$ cat config.mk
export PLATFORM = sky130hd
export DESIGN_NAME = usb_frame_parser
export DESIGN_NICKNAME = d
export VERILOG_FILES = /design/src/rtl/usb_frame_parser_pkg.sv /design/src/rtl/usb_frame_parser_inactivity_timer.sv /design/src/rtl/usb_frame_parser.sv
export SDC_FILE = /design/constraint.sdc
export NUM_CORES = 1
export LEC_CHECK = 0
export ABC_CLOCK_PERIOD_IN_PS = 3160
export BUFFER_PORTS_ARGS = -buffer_cell sky130_fd_sc_hd__buf_4
export CORE_AREA = 2 2 113 115
export DETAILED_ROUTE_END_ITERATION = 7
export DIE_AREA = 0 0 115 117
export PLACE_DENSITY = 0.73
export SYNTH_ARGS = -nofsm -noshare
export SYNTH_HDL_FRONTEND = slang
export SYNTH_SLANG_ARGS = --single-unit
$ cat constraint.sdc
create_clock -name clk -period 3.16 [get_ports clk]
set_clock_uncertainty 0.15 [all_clocks]
set_input_delay 0.474 -clock clk [delete_from_list [all_inputs] [get_ports clk]]
set_output_delay 0.474 -clock clk [all_outputs]
set_load 0.03 [all_outputs]
$ cat src/rtl/usb_frame_parser_pkg.sv
// Shared constants, state encoding and helpers for the host frame parser.
// The modulator config decode imports the same frame type codes.
package usb_frame_parser_pkg;

    localparam logic [7:0] SYNC_BYTE_DEF    = 8'hA5;
    localparam logic [7:0] TYPE_SAMPLE      = 8'h01;
    localparam logic [7:0] TYPE_CONFIG      = 8'h02;
    localparam int         N_CFG_DEF        = 4;
    localparam int         TIMEOUT_CLKS_DEF = 1_280_000;

    typedef enum logic [2:0] {
        ST_HUNT    = 3'd0,
        ST_TYPE    = 3'd1,
        ST_LEN     = 3'd2,
        ST_PAYLOAD = 3'd3,
        ST_CHK     = 3'd4
    } state_t;

    function automatic logic [7:0] sat_inc8(input logic [7:0] v);
        return (v == 8'hFF) ? v : v + 8'd1;
    endfunction

endpackage

$ cat src/rtl/usb_frame_parser_inactivity_timer.sv
// Idle-cycle counter: restarts on clear or while not running, flags expiry
// after TIMEOUT_CLKS running cycles with no clear.
module inactivity_timer #(
    parameter int TIMEOUT_CLKS = 1_280_000
) (
    input  logic clk,
    input  logic rst,
    input  logic clear,
    input  logic run,
    output logic expired
);

    localparam int            CW    = $clog2(TIMEOUT_CLKS + 1);
    localparam logic [CW-1:0] LIMIT = CW'(TIMEOUT_CLKS);

    logic [CW-1:0] count_q;

    always_ff @(posedge clk or negedge rst) begin
        if (!rst) begin
            count_q <= '0;
        end else if (clear || !run) begin
            count_q <= '0;
        end else if (!expired) begin
            count_q <= count_q + CW'(1);
        end
    end

    assign expired = run && (count_q == LIMIT);

endmodule

$ cat src/rtl/usb_frame_parser.sv
// Parses SYNC/TYPE/LEN/payload/CHK frames from the FT245 RX stream, cuts
// sample payload through to the FIFO and commits checked config frames.
module usb_frame_parser
    import usb_frame_parser_pkg::*;
#(
    parameter logic [7:0]         SYNC_BYTE    = SYNC_BYTE_DEF,
    parameter int                 N_CFG        = N_CFG_DEF,
    parameter logic [8*N_CFG-1:0] CFG_RST      = 'h0000_0104,
    parameter int                 TIMEOUT_CLKS = TIMEOUT_CLKS_DEF
) (
    input  logic               clk,
    input  logic               rst,
    input  logic [7:0]         rx_data_si,
    input  logic               rx_valid_si,
    output logic               rx_ready_si,
    output logic [7:0]         fifo_wr_data,
    output logic               fifo_wr_en,
    input  logic               fifo_full,
    output logic [8*N_CFG-1:0] cfg_regs,
    output logic               frame_ok,
    output logic               frame_err,
    output logic [7:0]         err_cnt,
    output state_t             state_dbg
);

    state_t             state_q, state_d;
    logic [7:0]         type_q, len_q, cnt_q, chk_q;
    logic [8*N_CFG-1:0] shadow_q;
    logic               xfer, expired, is_sample_payload, frame_valid;
    logic               ok_d, err_d, commit;

    // rx handshake: a byte moves on every clk edge where rx_valid_si & rx_ready_si;
    // ready only drops to backpressure sample payload while the FIFO is full.
    assign is_sample_payload = (state_q == ST_PAYLOAD) && (type_q == TYPE_SAMPLE);
    assign rx_ready_si       = !(is_sample_payload && fifo_full);
    assign xfer              = rx_valid_si && rx_ready_si;
    assign fifo_wr_en        = xfer && is_sample_payload;
    assign fifo_wr_data      = rx_data_si;
    assign frame_valid       = (type_q == TYPE_SAMPLE) ||
                               ((type_q == TYPE_CONFIG) && (len_q == 8'(N_CFG)));
    assign state_dbg         = state_q;

    inactivity_timer #(.TIMEOUT_CLKS(TIMEOUT_CLKS)) u_timer (
        .clk     (clk),
        .rst     (rst),
        .clear   (xfer),
        .run     (state_q != ST_HUNT),
        .expired (expired)
    );

    always_comb begin
        state_d = state_q;
        ok_d    = 1'b0;
        err_d   = 1'b0;
        commit  = 1'b0;
        if (xfer) begin
            case (state_q)
                ST_HUNT:    if (rx_data_si == SYNC_BYTE) state_d = ST_TYPE;
                ST_TYPE:    state_d = ST_LEN;
                ST_LEN:     state_d = (rx_data_si == 8'd0) ? ST_CHK : ST_PAYLOAD;
                ST_PAYLOAD: if (cnt_q == len_q - 8'd1) state_d = ST_CHK;
                ST_CHK: begin
                    state_d = ST_HUNT;
                    if ((rx_data_si == chk_q) && frame_valid) begin
                        ok_d   = 1'b1;
                        commit = (type_q == TYPE_CONFIG);
                    end else begin
                        err_d = 1'b1;
                    end
                end
                default:    state_d = ST_HUNT;
            endcase
        end else if (expired && (state_q != ST_HUNT)) begin
            // A transfer in the expiry cycle takes priority over the timeout.
            state_d = ST_HUNT;
            err_d   = 1'b1;
        end
    end

    always_ff @(posedge clk or negedge rst) begin
        if (!rst) begin
            state_q <= ST_HUNT;
        end else begin
            state_q <= state_d;
        end
    end

    always_ff @(posedge clk or negedge rst) begin
        if (!rst) begin
            type_q    <= '0;
            len_q     <= '0;
            cnt_q     <= '0;
            chk_q     <= '0;
            shadow_q  <= CFG_RST;
            cfg_regs  <= CFG_RST;
            frame_ok  <= 1'b0;
            frame_err <= 1'b0;
            err_cnt   <= '0;
        end else begin
            if (xfer) begin
                case (state_q)
                    ST_TYPE: begin
                        type_q <= rx_data_si;
                        chk_q  <= rx_data_si;
                    end
                    ST_LEN: begin
                        len_q <= rx_data_si;
                        chk_q <= chk_q ^ rx_data_si;
                        cnt_q <= '0;
                    end
                    ST_PAYLOAD: begin
                        chk_q <= chk_q ^ rx_data_si;
                        cnt_q <= cnt_q + 8'd1;
                        if (type_q == TYPE_CONFIG) begin
                            for (int i = 0; i < N_CFG; i++) begin
                                if (cnt_q == 8'(i)) shadow_q[8*i +: 8] <= rx_data_si;
                            end
                        end
                    end
                    default: ;
                endcase
            end
            if (commit) cfg_regs <= shadow_q;
            frame_ok  <= ok_d;
            frame_err <= err_d;
            if (err_d) err_cnt <= sat_inc8(err_cnt);
        end
    end

endmodule
==> reports/results.tsv, run 1 <==
metric	value	unit
critPathMaxStageDelay	0.57	ns
final_tns_setup	0	ns
cts-htree-levels	4	
detail_route.drc_violations	0	
timing.hold.worst.class	in2reg	
clkSlewWorstSetupHoldPaths	0.06	ns
area_delta_synth_final	19.5	%
clock-root-buffer	clkbuf_16	
p_total	5.36	mW
num_antenna_cells	0	
final-setup-viol-count	0	
cts_buffers	17	
clkSinkCount	130	
r2r-end	cfg_regs[3]	
routed_wl	13.0	mm
synthArstFlopShare	100	%
maxClockFrequency	360	MHz
crit_start	len_q[3]	
grt_max_degree	77	
ir_drop	0.000492	V
firstDrtPassIters	4	
cts_max_path_buffers	2	
hold_slack	0.228	ns
syn-num-nets	540	
fin_crit_sh	87.9	%
final_common_cell	dfrtp_1	
postSynthAreaPerCell	11.8	um2
dieArea	13500	um2
dieWidth	115	um
ff2ff_path_depth	6	
endpoints_failing_hold	0	
cp_data_arrival_time	2.93	ns
gp_congestion	0.878	
fp-row-count	41	
grt_pass1_wl	21.4	mm
global_route.usage.total	20.9	%
drive_above_1_share	32.4	%
synth_sequential_area_ratio	53.3	%
grt_overflow	0	
final_cell_mix	dfrtp_1, mux2_2, buf_4	
antenna_found_initial	0	
post_synth_cell_types	51	
worst_slew_pin_slew	0.683	ns
fp.coreArea	12300	um2
post_synth_inst_count	520	
grt_pass1_vias	4232	
max_cap_viol_count	0	
chipHeight	117	um
crit_end	cfg_regs[3]	
cell_with_the_largest_stage_delay_on_the_worst_path	or4_4	
nNetsFinal	601	
post_synth_edffs	0	
pre_cts_ws	0.378	ns
period_minus_slack	2.78	ns
min-delay-start	rx_data_si[1]	
synth_ff_type	dfrtp_1	
cts_setup_buffers	0	
wire_per_inst	17.4	um
grt_setup_unrepaired	false	
slew_violations	0	
io_buffers	66	
detailed_place_hpwl	8.48	mm
clock_latency	0.42	ns
initial_core_util	49.7	%
yosys_register_bits	130	
placedInstanceArea	6710	um2
endpoint_kind	flop	
post_synth_instance_area	6110	um2
power_density	734	nW/um2
vias	4153	
io-pin-count	67	
critical_path.startpoint_type	flop	
drt_first_iter_violations	211	
crit_path_cell_trace	or4_4 > o41ai_2 > nand4_2 > nor4_4 > buf_12 > mux2_2	
result_of_the_run	complete, no violations	
setup_slack	0.383	ns
source_of_the_worst_register_to_register_timing_path	len_q[3]	
final_antenna_net_count	0	
number_of_vias_per_cell	5.59	
reg2reg_slack	0.38	ns
finish.instance_area	7310	um2
critical_path_peak_fanout	32	
worstPathRequired	3.31	ns
worst-setup-path-type	reg2reg	
tritoncts_clock_tree	built	
yosysWarnings	0	
p_leak	3.53	nW
maxSlewHeadroom	54.5	%
metal layers:
metal | vias to the layer above | wire (um) | part of all wire, % | GRT usage, %
met5 | - | 0 | 0 | 0
met4 | 0 | 191 | 1.5 | 7.39
met3 | 15 | 536 | 4.1 | 5.61
met2 | 78 | 6490 | 50 | 34.8
met1 | 2108 | 5730 | 44 | 26.6
li1 | 1952 | - | - | -
sequential cells by signal (all words and copies together), names as in the netlist:
register,count
frame_ok,1
cnt_q,8
state_dbg,3
len_q,8
frame_err,1
chk_q,8
u_timer.count_q,21
err_cnt,8
type_q,8
cfg_regs,32
shadow_q,32
repair_timing:
item                                    in CTS  in global routing
endpoints found under the setup margin       0                  0
hold endpoints to repair                    50                  0
resized for setup                            0                  0
hold buffers                                 1                  0
report_power, final:
group	internal [mW]	switching, mW	total, mW
Combinational	0.560	0.651	1.21
Sequential	1.91	0.306	2.22
Clock	1.20	0.732	1.93
Total	3.67	1.69	5.36
cells in the mapped netlist, types with 9 or more instances:
cell / count / share of area [%]
xor2_1: 27 / 3.9
nand4_1: 10 / 1.0
clkbuf_1: 21 / 1.3
inv_1: 10 / 0.61
nand2_1: 40 / 2.5
nor4_1: 10 / 1.0
a21o_1: 9 / 1.1
nor2_1: 36 / 2.2
mux2_2: 77 / 14
xnor2_1: 18 / 2.6
nor3_1: 9 / 0.74
o21ai_0: 16 / 1.3
dfrtp_1: 126 / 52
nand3_1: 13 / 1.1
worst max-delay path: cells and delay by family (launching register included):
family	cells	cell delay [ns]
AND/OR/NAND/NOR	3	1.05
buffers and inverters	1	0.25
multiplexers	1	0.37
AO/OA/AOI/OAI	1	0.39
flip-flops	1	0.43
worst min-delay path by stage:
| stage | cells past startpoint | end | slack [ns] |
|---|---|---|---|
| 6_report | 3 | len_q[1] | 0.23 |
| 5_1_grt | 3 | len_q[1] | 0.23 |
| 4_1_cts | 3 | len_q[1] | 0.22 |
| 3_5_place_dp | 1 | cfg_regs[14] | 0.33 |
| 3_3_place_gp | 1 | cfg_regs[23] | 0.32 |
| 2_1_floorplan | 0 | cfg_regs[0] | 0.03 |
cell type report:
cell class	count	area, um2
repair buffers	75	591
multi-input cells	347	2650
clock inverters	11	129
well taps	150	188
flip-flops and latches	130	3260
clock buffers	20	457
inverters	10	37.5
fillers	1013	5010
through the flow:
step | utilization [%] | std cells
floorplan | - | 520
global placement | 54.5 | 711
detailed placement | 54.5 | 711
CTS | 59.3 | 743
global route | 59.3 | 743
finish | 59.3 | 743
cells by family (layout without fill, tap and decap cells):
group	Yosys count	count (layout)	share of synthesized area [%]
and+or+nand+nor	163	163	14.3
DFF	130	130	53.3
AOI/OAI and AO/OA	49	49	5.73
adders and majority gates	8	8	1.64
xor gates and xnor gates	45	45	6.45
buffers and inverters	43	116	3.50
muxes	82	82	15.1
No activity file was read; power rests on OpenSTA's default activity.
==> run 2, diff against run 1 <==
- ABC_CLOCK_PERIOD_IN_PS: 3160 -> 3330
- clock period: 3.16 -> 3.33 ns (I/O delays scaled with it)
==> run 2 against run 1 <==
Global-route usage shrank 0.42 points; core utilization shrank 0.41 points; cell count shrank 0.13%; largest power group unchanged; clock power shrank 11%; setup slack gained 0.064 ns; final area shrank 0.69%; highest routed layer unchanged; largest cell class unchanged; total power shrank 7.1%; routed wire length shrank 0.79%; combinational power shrank 3%; first-iteration DRC count grew 26%.
==> reports/results.tsv, run 2 (same netlist as run 1, synthesis figures left out) <==
metric	value	unit	change
endpoint_kind	primary output		
result_of_the_run	complete, no violations		
critical_path.startpoint_type	flop		
global_route.usage.total	20.5	%	-0.42 points
top_regs	cfg_regs: 32 flops, shadow_q: 32 flops, u_timer.count_q: 21 flops		
final_tns_setup	0	ns	unchanged
grt_max_degree	85		+10%
hold_path_depth	2		-1
cts_max_path_buffers	2		unchanged
cp_data_arrival_time	2.23	ns	-0.70 ns
worst-setup-path-type	reg2out		
area_delta_synth_final	18.7	%	
ff2ff_path_depth	6		unchanged
detailed_place_hpwl	8.65	mm	+2.0%
ir_drop	0.000412	V	-16%
final_common_cell	dfrtp_1		
grt_overflow	0		unchanged
worstPathRequired	2.68	ns	-0.63 ns
grt_setup_unrepaired	false		
critical_path_peak_fanout	4		-88%
reg2reg_slack	0.55	ns	+0.17 ns
endpoints_failing_hold	0		unchanged
fin_crit_sh	86.6	%	
num_antenna_cells	0		unchanged
routed_wl	12.9	mm	-0.79%
drt_first_iter_violations	265		+26%
tritoncts_clock_tree	built		
final_antenna_net_count	0		unchanged
wire_per_inst	17.3	um	-0.65%
nNetsFinal	599		-0.33%
cts_resized	0		unchanged
final_cell_mix	dfrtp_1, mux2_2, buf_4		
p_leak	3.51	nW	-0.64%
setup_slack	0.447	ns	+0.0644 ns
maxSlewHeadroom	55.8	%	+1.3 points
grt_pass1_wl	21.2	mm	-0.81%
gp_congestion	0.895		+1.9%
pre_cts_ws	0.562	ns	+0.184 ns
firstDrtPassIters	4		unchanged
worst_slew_pin_slew	0.657	ns	-0.0253 ns
maxClockFrequency	347	MHz	
dieArea	13500	um2	unchanged
grt_pass1_vias	4200		-0.76%
cts-htree-levels	4		unchanged
crit_path_cell_trace	nor4_1 > nand2_1 > nor3_1 > buf_4		
path_delay_family	simple AND/OR/NAND/NOR gates		
slew_violations	0		unchanged
clock_latency	0.41	ns	about the same
cell_with_the_largest_stage_delay_on_the_worst_path	nor4_1		
period_minus_slack	2.88	ns	
antenna_found_initial	0		unchanged
vias	4097		-1.3%
clkSinkCount	130		unchanged
fp.coreArea	12300	um2	unchanged
dieWidth	115	um	unchanged
power_density	686	nW/um2	-6.5%
number_of_filler_cells_placed_in_the_layout	1034		+2.1%
drive_above_1_share	32.4	%	+0.055 points
fp-row-count	41		unchanged
critPathMaxStageDelay	0.61	ns	+0.04 ns
chipHeight	117	um	unchanged
clock-root-buffer	clkbuf_16		
max_cap_viol_count	0		unchanged
timing.hold.worst.class	in2reg		
io-pin-count	67		unchanged
crit_buf_inv	1		unchanged
number_of_vias_per_cell	5.52		-1.2%
io_buffers	66		unchanged
final-setup-viol-count	0		unchanged
number_of_gates_on_the_worst_path_with_buffers_counted	4		-2
cts_buffers	17		unchanged
initial_core_util	49.7	%	unchanged
detail_route.drc_violations	0		unchanged
clkSlewWorstSetupHoldPaths	0.06	ns	about the same
[run 2: cell count changes in the layout (fill, tap and decap cells not counted)]
cell	delta
clkbuf_8	-2
clkinv_2	+1
bufinv_16	-2
inv_6	+2
clkbuf_1	-1
buf_4	-2
inv_8	+3
[run 2: worst register-to-register path: cells and delay by family (launching register included)]
kind,cells,cell delay [ns]
AO/OA/AOI/OAI,1,0.38
buffers and inverters,1,0.26
multiplexers,1,0.37
flip-flops,1,0.44
AND/OR/NAND/NOR,3,1.07
[run 2: final cells by class]
| cell class | instances | area, um2 | share of cell area (%) |
|---|---|---|---|
| Sequential cell | 130 | 3260 | 44.9 |
| Multi-Input combinational cell | 347 | 2650 | 36.5 |
| Timing Repair Buffer | 73 | 576 | 7.93 |
| Clock buffer | 17 | 425 | 5.86 |
| Tap cell | 150 | 188 | 2.59 |
| Clock inverter | 15 | 125 | 1.72 |
| Inverter | 10 | 37.5 | 0.517 |
[run 2: timing repair]
action | in CTS | in global routing
endpoints found under the hold margin | 46 | 0
buffers inserted | 0 | 0
hold buffers | 1 | 0
[run 2: final timing paths]
| check | end | start |
|---|---|---|
| min in group asynchronous | cnt_q[5] | rst |
| max in group asynchronous | cfg_regs[2] | rst |
| worst max-delay path | fifo_wr_en | type_q[3] |
| worst min register to register | err_cnt[5] | err_cnt[5] |
| worst min-delay path | chk_q[1] | rx_data_si[1] |
| worst max register to register | cfg_regs[15] | len_q[3] |
[run 2: per-layer routing]
metal	up-vias	routed length, um	global-route usage [%]
met5	-	0	0
met4	0	191	7.07
met3	13	400	5.10
met2	71	6310	32.8
met1	2074	5950	27.6
li1	1939	-	-
[run 2: power by group]
group | switching [mW] | internal [mW]
sequential | 0.272 | 1.81
combinational | 0.643 | 0.529
clock | 0.751 | 0.973
[run 2: through the flow]
stage          hold slack [ns]  cells  total power, mW  instance area [um2]  util, %
6_report                 0.258    742             4.98                 7260     58.9
2_1_floorplan           0.0539    520             2.92                 6110        -
5_1_grt                  0.255    742             5.26                 7260     58.9
3_3_place_gp             0.315    709             3.21                 6700     54.4
3_5_place_dp             0.336    709             3.28                 6700     54.4
4_1_cts                  0.244    742             5.01                 7260     58.9
